--- config.mk ---
export PLATFORM = sky130hd
export DESIGN_NAME = apb_regfile_slave_flat
export DESIGN_NICKNAME = d
export VERILOG_FILES = /design/src/rtl/apb_regfile_slave_pkg.sv /design/src/rtl/apb_regfile_slave_if.sv /design/src/rtl/apb_regfile_slave_wait_ctr.sv /design/src/rtl/apb_regfile_slave.sv /design/src/flat_wrapper.sv
export SDC_FILE = /design/constraint.sdc
export NUM_CORES = 1
export LEC_CHECK = 0
export BUFFER_PORTS_ARGS = -buffer_cell sky130_fd_sc_hd__buf_4
export CORE_MARGIN = 10
export CORE_UTILIZATION = 40
export DETAILED_ROUTE_END_ITERATION = 8
export GPL_TIMING_DRIVEN = 0
export PLACE_DENSITY = 0.66
export SLEW_MARGIN = 15
export SYNTH_ARGS = -nofsm -noshare
export SYNTH_HDL_FRONTEND = slang
export SYNTH_SLANG_ARGS = --single-unit
--- constraint.sdc ---
create_clock -name clk -period 3.18 [get_ports clk]
set_input_delay 0.636 -clock clk [delete_from_list [all_inputs] [get_ports clk]]
set_output_delay 0.636 -clock clk [all_outputs]
set_load 0.05 [all_outputs]
--- src/rtl/apb_regfile_slave_pkg.sv ---
// Shared types and sizing helpers for the APB register-file completer.
package apb_regfile_slave_pkg;

  typedef enum logic [0:0] {IDLE, ACCESS} apb_state_e;

  // Wait counter width; covers WAIT_CYCLES 0..15.
  localparam int unsigned CNT_W = 4;

  // Error codes reserved for a future status register.
  localparam logic [1:0] ERR_NONE  = 2'd0;
  localparam logic [1:0] ERR_ADDR  = 2'd1;
  localparam logic [1:0] ERR_RO    = 2'd2;

  function automatic int unsigned idx_w(input int unsigned num_regs);
    return $clog2(num_regs);
  endfunction

  function automatic int unsigned strb_w(input int unsigned data_width);
    return data_width / 8;
  endfunction

endpackage

--- src/rtl/apb_regfile_slave_if.sv ---
// APB4 bus bundle with requester (master) and completer (slave) views.
interface apb_regfile_slave_if #(
  parameter int unsigned ADDR_WIDTH = 32,
  parameter int unsigned DATA_WIDTH = 32
);
  logic                    PSEL;
  logic                    PENABLE;
  logic                    PWRITE;
  logic [ADDR_WIDTH-1:0]   PADDR;
  logic [DATA_WIDTH-1:0]   PWDATA;
  logic [DATA_WIDTH/8-1:0] PSTRB;
  logic                    PREADY;
  logic [DATA_WIDTH-1:0]   PRDATA;
  logic                    PSLVERR;

  modport master (
    output PSEL, PENABLE, PWRITE, PADDR, PWDATA, PSTRB,
    input  PREADY, PRDATA, PSLVERR
  );

  modport slave (
    input  PSEL, PENABLE, PWRITE, PADDR, PWDATA, PSTRB,
    output PREADY, PRDATA, PSLVERR
  );
endinterface

--- src/rtl/apb_regfile_slave_wait_ctr.sv ---
// Loadable down-counter; zero flags that the wait states have elapsed.
module apb_regfile_slave_wait_ctr #(
  parameter int unsigned CNT_W = 4
) (
  input  logic             clk,
  input  logic             rst_n,
  input  logic             load,
  input  logic [CNT_W-1:0] load_val,
  input  logic             en,
  output logic             zero
);
  logic [CNT_W-1:0] cnt_q, cnt_d;

  // Load has priority; otherwise count down and hold at zero.
  always_comb begin
    cnt_d = cnt_q;
    if (load) begin
      cnt_d = load_val;
    end else if (en && (cnt_q != '0)) begin
      cnt_d = cnt_q - 1'b1;
    end
  end

  // Counter register.
  always_ff @(posedge clk or negedge rst_n) begin
    if (!rst_n) cnt_q <= '0;
    else        cnt_q <= cnt_d;
  end

  assign zero = (cnt_q == '0);
endmodule

--- src/rtl/apb_regfile_slave.sv ---
// APB4 completer backed by a word register file with byte strobes,
// fixed wait states, PSLVERR on bad address / read-only writes, and
// per-register write pulses for downstream logic.
module apb_regfile_slave
  import apb_regfile_slave_pkg::*;
#(
  parameter int unsigned         ADDR_WIDTH  = 32,
  parameter int unsigned         DATA_WIDTH  = 32,
  parameter int unsigned         NUM_REGS    = 16,
  parameter int unsigned         WAIT_CYCLES = 0,
  parameter logic [NUM_REGS-1:0] RO_MASK     = '0
) (
  input  logic                           clk,
  input  logic                           rst_n,
  apb_regfile_slave_if.slave             apb,
  output logic [NUM_REGS*DATA_WIDTH-1:0] regs_q,
  output logic [NUM_REGS-1:0]            wr_pulse
);
  localparam int unsigned IDX_W  = idx_w(NUM_REGS);
  localparam int unsigned STRB_W = strb_w(DATA_WIDTH);

  apb_state_e state_q, state_d;
  logic       load, cnt_zero, ready, done, err, wr_commit;
  logic [IDX_W-1:0]      idx;
  logic [DATA_WIDTH-1:0] mem_q [NUM_REGS];
  logic [NUM_REGS-1:0]   wr_pulse_q, wr_pulse_d;

  assign idx = apb.PADDR[IDX_W+1:2];
  // Shift rather than slice so ADDR_WIDTH == IDX_W+2 needs no special case.
  assign err = (apb.PADDR[1:0] != 2'b00) || ((apb.PADDR >> (IDX_W + 2)) != '0) ||
               (apb.PWRITE && RO_MASK[idx]);

  apb_regfile_slave_wait_ctr #(
    .CNT_W (CNT_W)
  ) u_wait_ctr (
    .clk      (clk),
    .rst_n    (rst_n),
    .load     (load),
    .load_val (CNT_W'(WAIT_CYCLES)),
    .en       (state_q == ACCESS),
    .zero     (cnt_zero)
  );

  // Ready depends only on registered state so it never combinationally follows the bus.
  assign ready = (state_q == ACCESS) && cnt_zero;

  // Next-state: setup phase starts an access; PSEL loss aborts without commit.
  always_comb begin
    state_d = state_q;
    load    = 1'b0;
    done    = 1'b0;
    case (state_q)
      IDLE: begin
        if (apb.PSEL && !apb.PENABLE) begin
          state_d = ACCESS;
          load    = 1'b1;
        end
      end
      ACCESS: begin
        if (!apb.PSEL) begin
          state_d = IDLE;
        end else if (apb.PENABLE && ready) begin
          state_d = IDLE;
          done    = 1'b1;
        end
      end
      default: state_d = IDLE;
    endcase
  end

  // FSM state register.
  always_ff @(posedge clk or negedge rst_n) begin
    if (!rst_n) state_q <= IDLE;
    else        state_q <= state_d;
  end

  assign wr_commit = done && apb.PWRITE && !err;

  // Register file with byte-strobe merge on committed writes.
  always_ff @(posedge clk or negedge rst_n) begin
    if (!rst_n) begin
      for (int i = 0; i < NUM_REGS; i++) mem_q[i] <= '0;
    end else if (wr_commit) begin
      for (int k = 0; k < STRB_W; k++) begin
        if (apb.PSTRB[k]) mem_q[idx][k*8 +: 8] <= apb.PWDATA[k*8 +: 8];
      end
    end
  end

  // Pulse fires for any committed write, even with all strobes low.
  always_comb begin
    wr_pulse_d = '0;
    if (wr_commit) wr_pulse_d[idx] = 1'b1;
  end

  // Write pulse register.
  always_ff @(posedge clk or negedge rst_n) begin
    if (!rst_n) wr_pulse_q <= '0;
    else        wr_pulse_q <= wr_pulse_d;
  end

  // Response outputs, zeroed outside a completing cycle.
  always_comb begin
    apb.PREADY  = ready;
    apb.PSLVERR = ready && err;
    apb.PRDATA  = '0;
    if (ready && !apb.PWRITE && !err) apb.PRDATA = mem_q[idx];
  end

  // Flatten register contents for downstream consumers.
  always_comb begin
    regs_q = '0;
    for (int i = 0; i < NUM_REGS; i++) regs_q[i*DATA_WIDTH +: DATA_WIDTH] = mem_q[i];
  end

  assign wr_pulse = wr_pulse_q;
endmodule
--- src/flat_wrapper.sv ---
// flat-port wrapper written by rule: the top's interface ports become plain ports
module apb_regfile_slave_flat import apb_regfile_slave_pkg::*;
#(
  parameter int unsigned         ADDR_WIDTH  = 32,
  parameter int unsigned         DATA_WIDTH  = 32,
  parameter int unsigned         NUM_REGS    = 16,
  parameter int unsigned         WAIT_CYCLES = 0,
  parameter logic [NUM_REGS-1:0] RO_MASK     = '0
)
  (clk, rst_n, regs_q, wr_pulse, apb_PSEL, apb_PENABLE, apb_PWRITE, apb_PADDR, apb_PWDATA, apb_PSTRB, apb_PREADY, apb_PRDATA, apb_PSLVERR);
  apb_regfile_slave_if #(.ADDR_WIDTH(ADDR_WIDTH), .DATA_WIDTH(DATA_WIDTH)) apb_i ();
  input  logic clk;
  input  logic rst_n;
  output logic [NUM_REGS*DATA_WIDTH-1:0] regs_q;
  output logic [NUM_REGS-1:0] wr_pulse;
  input wire logic [$bits(apb_i.PSEL)-1:0] apb_PSEL;
  input wire logic [$bits(apb_i.PENABLE)-1:0] apb_PENABLE;
  input wire logic [$bits(apb_i.PWRITE)-1:0] apb_PWRITE;
  input wire logic [$bits(apb_i.PADDR)-1:0] apb_PADDR;
  input wire logic [$bits(apb_i.PWDATA)-1:0] apb_PWDATA;
  input wire logic [$bits(apb_i.PSTRB)-1:0] apb_PSTRB;
  output wire logic [$bits(apb_i.PREADY)-1:0] apb_PREADY;
  output wire logic [$bits(apb_i.PRDATA)-1:0] apb_PRDATA;
  output wire logic [$bits(apb_i.PSLVERR)-1:0] apb_PSLVERR;
  assign apb_i.PSEL = apb_PSEL;
  assign apb_i.PENABLE = apb_PENABLE;
  assign apb_i.PWRITE = apb_PWRITE;
  assign apb_i.PADDR = apb_PADDR;
  assign apb_i.PWDATA = apb_PWDATA;
  assign apb_i.PSTRB = apb_PSTRB;
  assign apb_PREADY = apb_i.PREADY;
  assign apb_PRDATA = apb_i.PRDATA;
  assign apb_PSLVERR = apb_i.PSLVERR;
  apb_regfile_slave #(.ADDR_WIDTH(ADDR_WIDTH), .DATA_WIDTH(DATA_WIDTH), .NUM_REGS(NUM_REGS), .WAIT_CYCLES(WAIT_CYCLES), .RO_MASK(RO_MASK)) u_core (.clk(clk), .rst_n(rst_n), .apb(apb_i), .regs_q(regs_q), .wr_pulse(wr_pulse));
endmodule
# ---- Yosys cells after proc, flatten, opt, wreduce, memory -nomap -nowiden
# Memory sizes are Yosys's and may differ from the RTL's.
# Index checks and enable logic that the tools add are counted.
dict set report classes {
  n_addsub 1
  order_cmp 4
  mux 37
  bitwise_logic 2
  reduce_logical 22
}
# op count
set ops {}
lappend ops {{512-bit 2-to-1 mux} 7}
lappend ops {{512-bit bitwise mux} 4}
lappend ops {{32-bit demux with 4-bit select} 4}
lappend ops {{32-bit binary-select mux with 4-bit select} 1}
lappend ops {{32-bit 2-to-1 mux} 4}
lappend ops {{16-bit 2-to-1 mux} 2}
lappend ops {{32-bit nonzero test} 1}
lappend ops {{24-bit 2-to-1 mux} 1}
lappend ops {{1-bit logical AND} 12}
lappend ops {{1-bit 2-to-1 mux} 9}
lappend ops {{4-bit 2-to-1 mux} 2}
lappend ops {{8-bit 2-to-1 mux} 1}
lappend ops {{5-bit greater-or-equal comparator, second input constant} 1}
lappend ops {{4-bit by 5-bit < comparator with 1-bit output, second input constant} 1}
lappend ops {{5-bit by 1-bit < comparator with 1-bit output, second input constant} 1}
lappend ops {{4-bit NOT with 5-bit output} 1}
lappend ops {{1-bit demux with 4-bit select} 1}
lappend ops {{4-bit by 1-bit greater-or-equal comparator with 1-bit output, second input constant} 1}
lappend ops {{4-bit logical NOT} 1}
lappend ops {{2-bit nonzero test} 2}
lappend ops {{4-bit nonzero test} 1}
lappend ops {{4-bit by 1-bit subtractor with 4-bit output, second input constant} 1}
lappend ops {{1-bit logical NOT} 3}
lappend ops {{1-bit logical OR} 2}
lappend ops {{other kinds (2)} 2}
dict set report totals {
  register_bits 533
  mem_bits_ro 16
  output_inout_bits 562
  elab_cells 86
  n_memories 1
}
# name depth word_bits read_ports rd_clocked_by_memory_dff write_ports line_no
set memory_table {}
lappend memory_table {{(no name shown)} 16 1 1 0 0 apb_regfile_slave.sv:31} ;# (apb.PWRITE && RO_MASK[idx]);

# ---- Longest topological paths before layout
# Gate-level depths: netlist (run 1).
dict set report logic_depth {
  depth_word 17
  ltp_mapped 8
}

# ---- By module
# A second synthesis (run 1) with hierarchy kept.
dict set report hier_totals {
  cells_unflattened 1574
  hier_area_um2 25115.3
}
# module n_inst cells_each area_each_um2
set modules_own_cells {}
lappend modules_own_cells {apb_regfile_slave 1 1547 24862.6}
lappend modules_own_cells {apb_regfile_slave_wait_ctr 1 27 252.7}

# ---- Worst setup path after synthesis (run 1)
# OpenSTA, ideal clock, no wires.
dict set report synth_timing {
  path_kind {input -> output}
  from {input apb_PADDR[3]}
  to {output apb_PRDATA[21]}
  t_arrival_ns 2.907
  required_time_ns 2.544
  path_slack_ns -0.363
  cell_stages 7
  path_buffers 4
  cell_sequence {clkbuf_1 > clkbuf_1 > buf_1 > buf_1 > mux4_2 > a22oi_1 > a21oi_1}
}
dict set report synth_via {
  elab_chain_len 7
}
# item line_no
set synth_lines {}
lappend synth_lines {{from (decl)} flat_wrapper.sv:19} ;# input wire logic [$bits(apb_i.PADDR)-1:0] apb_PADDR;
lappend synth_lines {{memory 16 x 1 bit} n/a}
lappend synth_lines {{1-bit 2-to-1 mux (implied by the code)} apb_regfile_slave.sv:31}
lappend synth_lines {{1-bit logical AND} apb_regfile_slave.sv:31}
lappend synth_lines {{1-bit logical OR} apb_regfile_slave.sv:30} ;# assign err = (apb.PADDR[1:0] != 2'b00) || ((apb.PADDR >> (IDX_W + 2)) != '0) ||
lappend synth_lines {{1-bit logical NOT} apb_regfile_slave.sv:107} ;# if (ready && !apb.PWRITE && !err) apb.PRDATA = mem_q[idx];
lappend synth_lines {{1-bit logical AND} apb_regfile_slave.sv:107}
lappend synth_lines {{32-bit 2-to-1 mux *} apb_regfile_slave.sv:107}
lappend synth_lines {{to (decl)} flat_wrapper.sv:23} ;# output wire logic [$bits(apb_i.PRDATA)-1:0] apb_PRDATA;
# Mark *: on every way between the ends. The rest lies on a longest branch, timed or not. The select of a mux whose other input is x is not followed.

# ---- Worst setup path after layout (run 1)
dict set report layout_timing {
  from {input apb_PADDR[3]}
  to {output apb_PRDATA[28]}
}
# Same word-level chain as after synthesis.

==> flow_metrics.tcl, run 1 <==
set metrics [dict create \
    first_global_vias 18800 \
    synthTopCellsByArea "dfrtp_1 53%, mux2_2 22%, mux4_2 12%" \
    startpoint "apb_PADDR[3]" \
    postLayoutCoreUtil 0.550 \
    p_total_mw 14.9 \
    synth_edf_count 0 \
    max_freq_ghz 0.319 \
    yosys_warnings 0 \
    drv_cap 0 \
    yosysSeqAreaShare 0.534 \
    clock_skew_ns 0.0213 \
    root_buffer "clkbuf_16" \
    h-tree-depth 2 \
    worst_pin_slew_ns 1.17 \
    final_antenna_net_count 0 \
    place_area_sq_um 31200 \
    drtIter0Drc 1536 \
    cp-end-kind "output pin" \
    async_flop_share 1.00 \
    grt_pass1_wl_microns 147000 \
    dp_hpwl_microns 76700 \
    antenna_found_initial 5 \
    die_w_microns 270 \
    design_area_sq_um 34000 \
    synth-xor-area-share 0.000702 \
    hold_path_class "in -> async" \
    drive_above_1_share 0.683 \
    drt_first_pass_iters 5 \
    cts.reportedPaths.clkPinSlew_ns 0.06 \
    synth_compound_area_frac 0.0266 \
    syn_nets 1616 \
    ir_drop_uv 384 \
    fill_cells 5165 \
    final_common_cell "buf_4" \
    synthSimpleGateAreaFrac 0.0682 \
    numClockSinks 533 \
    drt-wirelength-per-cell_microns 32.8 \
    outcome "complete, no violations" \
    start_util 0.405 \
    worstPathMaxFanout 10 \
    die_h_microns 270 \
    insertion_delay_ns 0.62 \
    cts_made_buffers 59 \
    syn_area_sq_um 25000 \
    grt_overflow 0 \
    vias_per_cell 5.72 \
    cts_max_path_buffers 3 \
    synthDistinctLibCells 37 \
    track_usage 0.275 \
    dp.cells 3015 \
    drcViolationCount 0 \
    hold_viol_final 0 \
    max_slew_margin 0.217 \
    avgSynthCellArea_sq_um 16.2 \
    rows 91 \
    layout_common_cells "645 x buf_4, 533 x dfrtp_1, 483 x mux2_2" \
    grt_start_max_net_pins 102 \
    pin_count 635 \
    layout.cells.non_filler 3143 \
    core_area_sq_um 61700 \
    slew_violations 0 \
    ys_seq_elements 533 \
    yosysTopAreaCellShare 0.534 \
    gp_congestion 0.897 \
    yosys.area_share.adder 0.00100 \
    yosysTopAreaCell "dfrtp_1" \
    dieArea_sq_um 72800 \
    arrival_ns 2.49 \
    leakagePower_nw 17.1 \
    nets 2328 \
    finalCriticalPeriod_ns 3.13 \
    startpoint_type "input port" \
    area.growth.synth_to_final_pct 36.0 \
    worstSetupPathType "in -> out" \
    r2r_start "u_core.u_wait_ctr.cnt_q[0]" \
    cts_tree "yes" \
    synth_cells 1541 \
    vias 18000 \
    cp_data_required_time_ns 2.54 \
    wl_microns 103000 \
    powerDensity_nw_per_um2 440 \
    io_buffers 632 \
    synthFlopType "dfrtp_1" \
    final-setup-viol-count 0 \
    synthMuxAreaShare 0.349 \
    timing.hold.ws_ns 0.00275 \
    post-route-period-util 0.984 \
    synth_top_family_by_area "multiplexers" \
]
flip-flops by register name, summed over array words and instances (netlist names):
| signal | flops |
|---|---|
| u_core.state_q | 1 |
| u_core.u_wait_ctr.cnt_q | 4 |
| u_core.regs_q | 512 |
| u_core.wr_pulse | 16 |
timing repair:
action,in CTS,in global routing
setup endpoints to repair,333,179
buffers inserted,6,8
pin swaps,12,18
hold buffers,0,0
cloned,0,0
resized for setup,148,28
per-stage QoR:
stage / TNS, ns / worst slack, ns
finish: 0 / 0.0498
global route: -0.0102 / -0.00567
CTS: -0.0103 / -0.00605
detailed placement: -375.49 / -1.39
global placement: -2537.36 / -4.15
floorplan: -0.339 / -0.0496
cell families after synthesis:
kind of cell               count (synthesis)
AOI/OAI and AO/OA                        100
xor gates and xnor gates                   2
adders and majority gates                  2
buffers and inverters                    118
DFF                                      533
muxes                                    640
and+or+nand+nor                          146
synthesized netlist by cell type, types with 4 or more instances:
cell,number
a21oi_1,33
a22oi_1,64
buf_1,20
buf_2,16
buf_6,5
clkbuf_1,71
dfrtp_1,533
mux2_1,13
mux2_2,483
mux2_4,16
mux4_2,128
nand2_1,12
nand3_1,18
nor2_1,20
nor4_1,4
nor4_4,51
or4b_1,15
routing by layer:
metal  vias to the layer above  wire [microns]  track usage  share of wire
met1                      9650           40900        0.343           0.40
met3                       184            6630       0.0594          0.064
met4                         8            3830       0.0996          0.037
met2                       744           51600        0.466           0.50
met5                         -              44            0        0.00043
li1                       7377               -            -              -
worst max-delay path, cell delays in order:
cell	delay, ns
clkbuf_2	0.15
clkbuf_4	0.22
clkbuf_8	0.25
clkbuf_8	0.25
mux4_2	0.33
a22oi_1	0.35
a21oi_4	0.09
buf_4	0.20
path summary, 6_finish.rpt:
kind                                                   end  slack [ns]  cells after the start
worst max-delay path                        apb_PRDATA[28]        0.05                      8
worst min-delay path                      u_core.regs_q[6]       0.003                      1
worst max register to register          u_core.regs_q[236]        0.21                      8
worst min register to register  u_core.u_wait_ctr.cnt_q[0]        0.52                      1
max in group asynchronous               u_core.regs_q[407]        1.75                      3
min in group clk                            u_core.state_q        0.29                      2
power breakdown:
part	total, mW	internal, mW	leakage, nW	switching [mW]
logic	0.963	0.279	8.65	0.684
registers	6.83	6.81	7.44	0.0243
clock network	7.14	4.25	0.997	2.88
final cells by class:
class                      instances  area, sq um  share of cell area
clock inverter                    24          297             0.00873
tap                              837         1050              0.0308
inverter                           3         13.8            0.000405
buffer                           114          813              0.0240
clock buffer                      87         1730              0.0510
timing repair buffer             652         5090               0.150
antenna                            3         7.51            0.000221
multi-input combinational        890        11600               0.342
sequential                       533        13300               0.393
Power figures use the tool's default switching activity.
==> run 2, diff against run 1 <==
- ABC_AREA: not set -> 1
==> flow_metrics.tcl, run 2 <==
set metrics [dict create \
    post-route-period-util 0.999 \
    insertion_delay_ns 0.66 \
    max_slew_margin 0.284 \
    r2r_start "u_core.u_wait_ctr.cnt_q[0]" \
    root_buffer "clkbuf_16" \
    hp-start "apb_PENABLE" \
    rsz0062_at_grt "true" \
    syn_nets 3704 \
    crit_chain "buf_4, buf_6, nand2_4, buf_8, clkbuf_8, nor2_1, nor2_1, nand2_1, nand2_1, nand4_1, nor2_1, buf_6" \
    pin_count 635 \
    synth_common_cells "1,317 x nand2_1, 688 x nor2_1, 533 x dfrtp_1" \
    drt_first_pass_iters 6 \
    worst_pin_slew_ns 1.07 \
    critPathMostFrequentCell "nor2_1" \
    yosysSeqAreaShare 0.508 \
    synth_most_common_cell "nand2_1" \
    final_antenna_net_count 0 \
    finalCriticalPeriod_ns 3.18 \
    nets 4379 \
    wl_met1_microns 54200 \
    final-setup-viol-count 0 \
    route.met2.wl_microns 62300 \
    io_buffers 598 \
    arrival_ns 2.54 \
    design_area_sq_um 34700 \
    clock_skew_ns 0.0186 \
    h-tree-depth 2 \
    grt_pass1_wl_microns 202000 \
    worstSetupPathType "in -> out" \
    powerDensity_nw_per_um2 460 \
    dp_hpwl_microns 107000 \
    worst-path-stages 12 \
    synth_edf_count 0 \
    yosysTopAreaCell "dfrtp_1" \
    path_buf_inv 5 \
    yosysTopAreaCellShare 0.508 \
    syn_area_sq_um 26300 \
    worstPathMaxFanout 10 \
    wl_met3_microns 15600 \
    maxUsedRoutingLayer "met5" \
    drv_cap 0 \
    wl_microns 141000 \
    synth_cells 3629 \
    die_w_microns 276 \
    yosys_warnings 0 \
    drtIter0Drc 4028 \
    cp-end-kind "output pin" \
    layout_common_cells "1,316 x nand2_1, 660 x nor2_1, 592 x buf_4" \
    grt_start_max_net_pins 100 \
    drive_above_1_share 0.211 \
    critPathMaxStageDelay_ns 0.26 \
    core_area_sq_um 64700 \
    track_usage 0.353 \
    startpoint_type "input port" \
    numClockSinks 533 \
    async_flop_share 1.00 \
    synthTopCellsByArea "dfrtp_1 51%, nand2_1 19%, nand3_1 9.9%" \
    rows 93 \
    cp_top_family "buffers and inverters" \
    r2r_cells 10 \
    largest_register_ffs 512 \
    hold_path_depth 2 \
    antenna_found_initial 1 \
    cts_max_path_buffers 3 \
    cts_made_buffers 60 \
    dieArea_sq_um 76300 \
    ys_seq_elements 533 \
    drt-wirelength-per-cell_microns 27.1 \
    min_to "u_core.state_q" \
    p_total_mw 16.0 \
    avgSynthCellArea_sq_um 7.24 \
    cp_data_required_time_ns 2.54 \
    start_util 0.406 \
    slew_violations 0 \
    synthDistinctLibCells 23 \
    hold_viol_final 0 \
    grt_overflow 0 \
    critPathSlowestCell "nor2_1" \
    die_h_microns 276 \
    ir_drop_uv 457 \
    first_global_vias 27800 \
    vias_per_cell 5.75 \
    gp_congestion 0.967 \
    synthFlopType "dfrtp_1" \
    hold_path_class "in -> reg" \
    area.growth.synth_to_final_pct 32.2 \
    vias 30000 \
    max_freq_ghz 0.315 \
    place_area_sq_um 32000 \
    cts_tree "yes" \
    antennaDiodeCount 0 \
    leakagePower_nw 19.9 \
    fill_cells 6446 \
    final_common_cell "nand2_1" \
    r2r_slack_ns 0.10 \
    regToRegEndpoint "u_core.regs_q[239]" \
    drcViolationCount 0 \
    outcome "complete, no violations" \
    cts.reportedPaths.clkPinSlew_ns 0.06 \
]
## run 2: kinds of logic after synthesis
group	count (synthesis)	synth area share
AND/OR/NAND/NOR	2646	0.416
flip-flops	533	0.508
buffers and inverters	314	0.0487
AO/OA/AOI/OAI	134	0.0262
adder cells (fa/ha/maj)	2	0.000953
## run 2: area by class of cell
type	count	area (sq um)	area share
inverters	53	206	0.00595
flip-flops and latches	533	13300	0.384
plain buffers	261	1380	0.0399
multi-input cells	2782	11800	0.339
well taps	855	1070	0.0308
repair buffers	613	4820	0.139
clock inverters	25	365	0.0105
clock buffers	88	1770	0.0509
## run 2: timing repair
action / CTS / global route
hold buffers: 1 / 0
endpoints found under the setup margin: 32 / 49
pin swaps: 3 / 7
buffers inserted: 2 / 6
hold endpoints to repair: 29 / 0
resized for setup: 146 / 72
## run 2: metrics by stage
step	hold WS [ns]	setup WS, ns	cells	setup TNS (ns)	util
2_1_floorplan	0.340	0.165	3629	0	-
3_3_place_gp	0.490	-4.63	5082	-2444.79	0.492
3_5_place_dp	0.490	-1.08	5088	-24.86	0.494
4_1_cts	0.162	-0.00372	5204	-0.00372	0.533
5_1_grt	0.179	-0.0198	5210	-0.0430	0.537
6_report	0.176	0.00177	5210	0	0.537
## run 2: worst max path at each step
stage,startpoint,endpoint
floorplan,apb_PADDR[2],apb_PRDATA[10]
global placement,rst_n,u_core.regs_q[68]
detailed placement,apb_PADDR[2],apb_PRDATA[22]
CTS,u_core.u_wait_ctr.cnt_q[0],apb_PRDATA[5]
global route,u_core.u_wait_ctr.cnt_q[0],apb_PRDATA[22]
finish,apb_PADDR[2],apb_PRDATA[0]
## run 2: per-layer routing
metal  up-vias  GRT usage
met1     14600      0.455
li1      13000          -
met3       395     0.0867
met5         -          0
met4         2      0.194
met2      1997      0.538
## run 2: where the power goes
group          total, mW  switching [mW]  internal (mW)
sequential          6.82          0.0101           6.81
combinational       1.52            1.15          0.371
clock               7.63            3.06           4.57
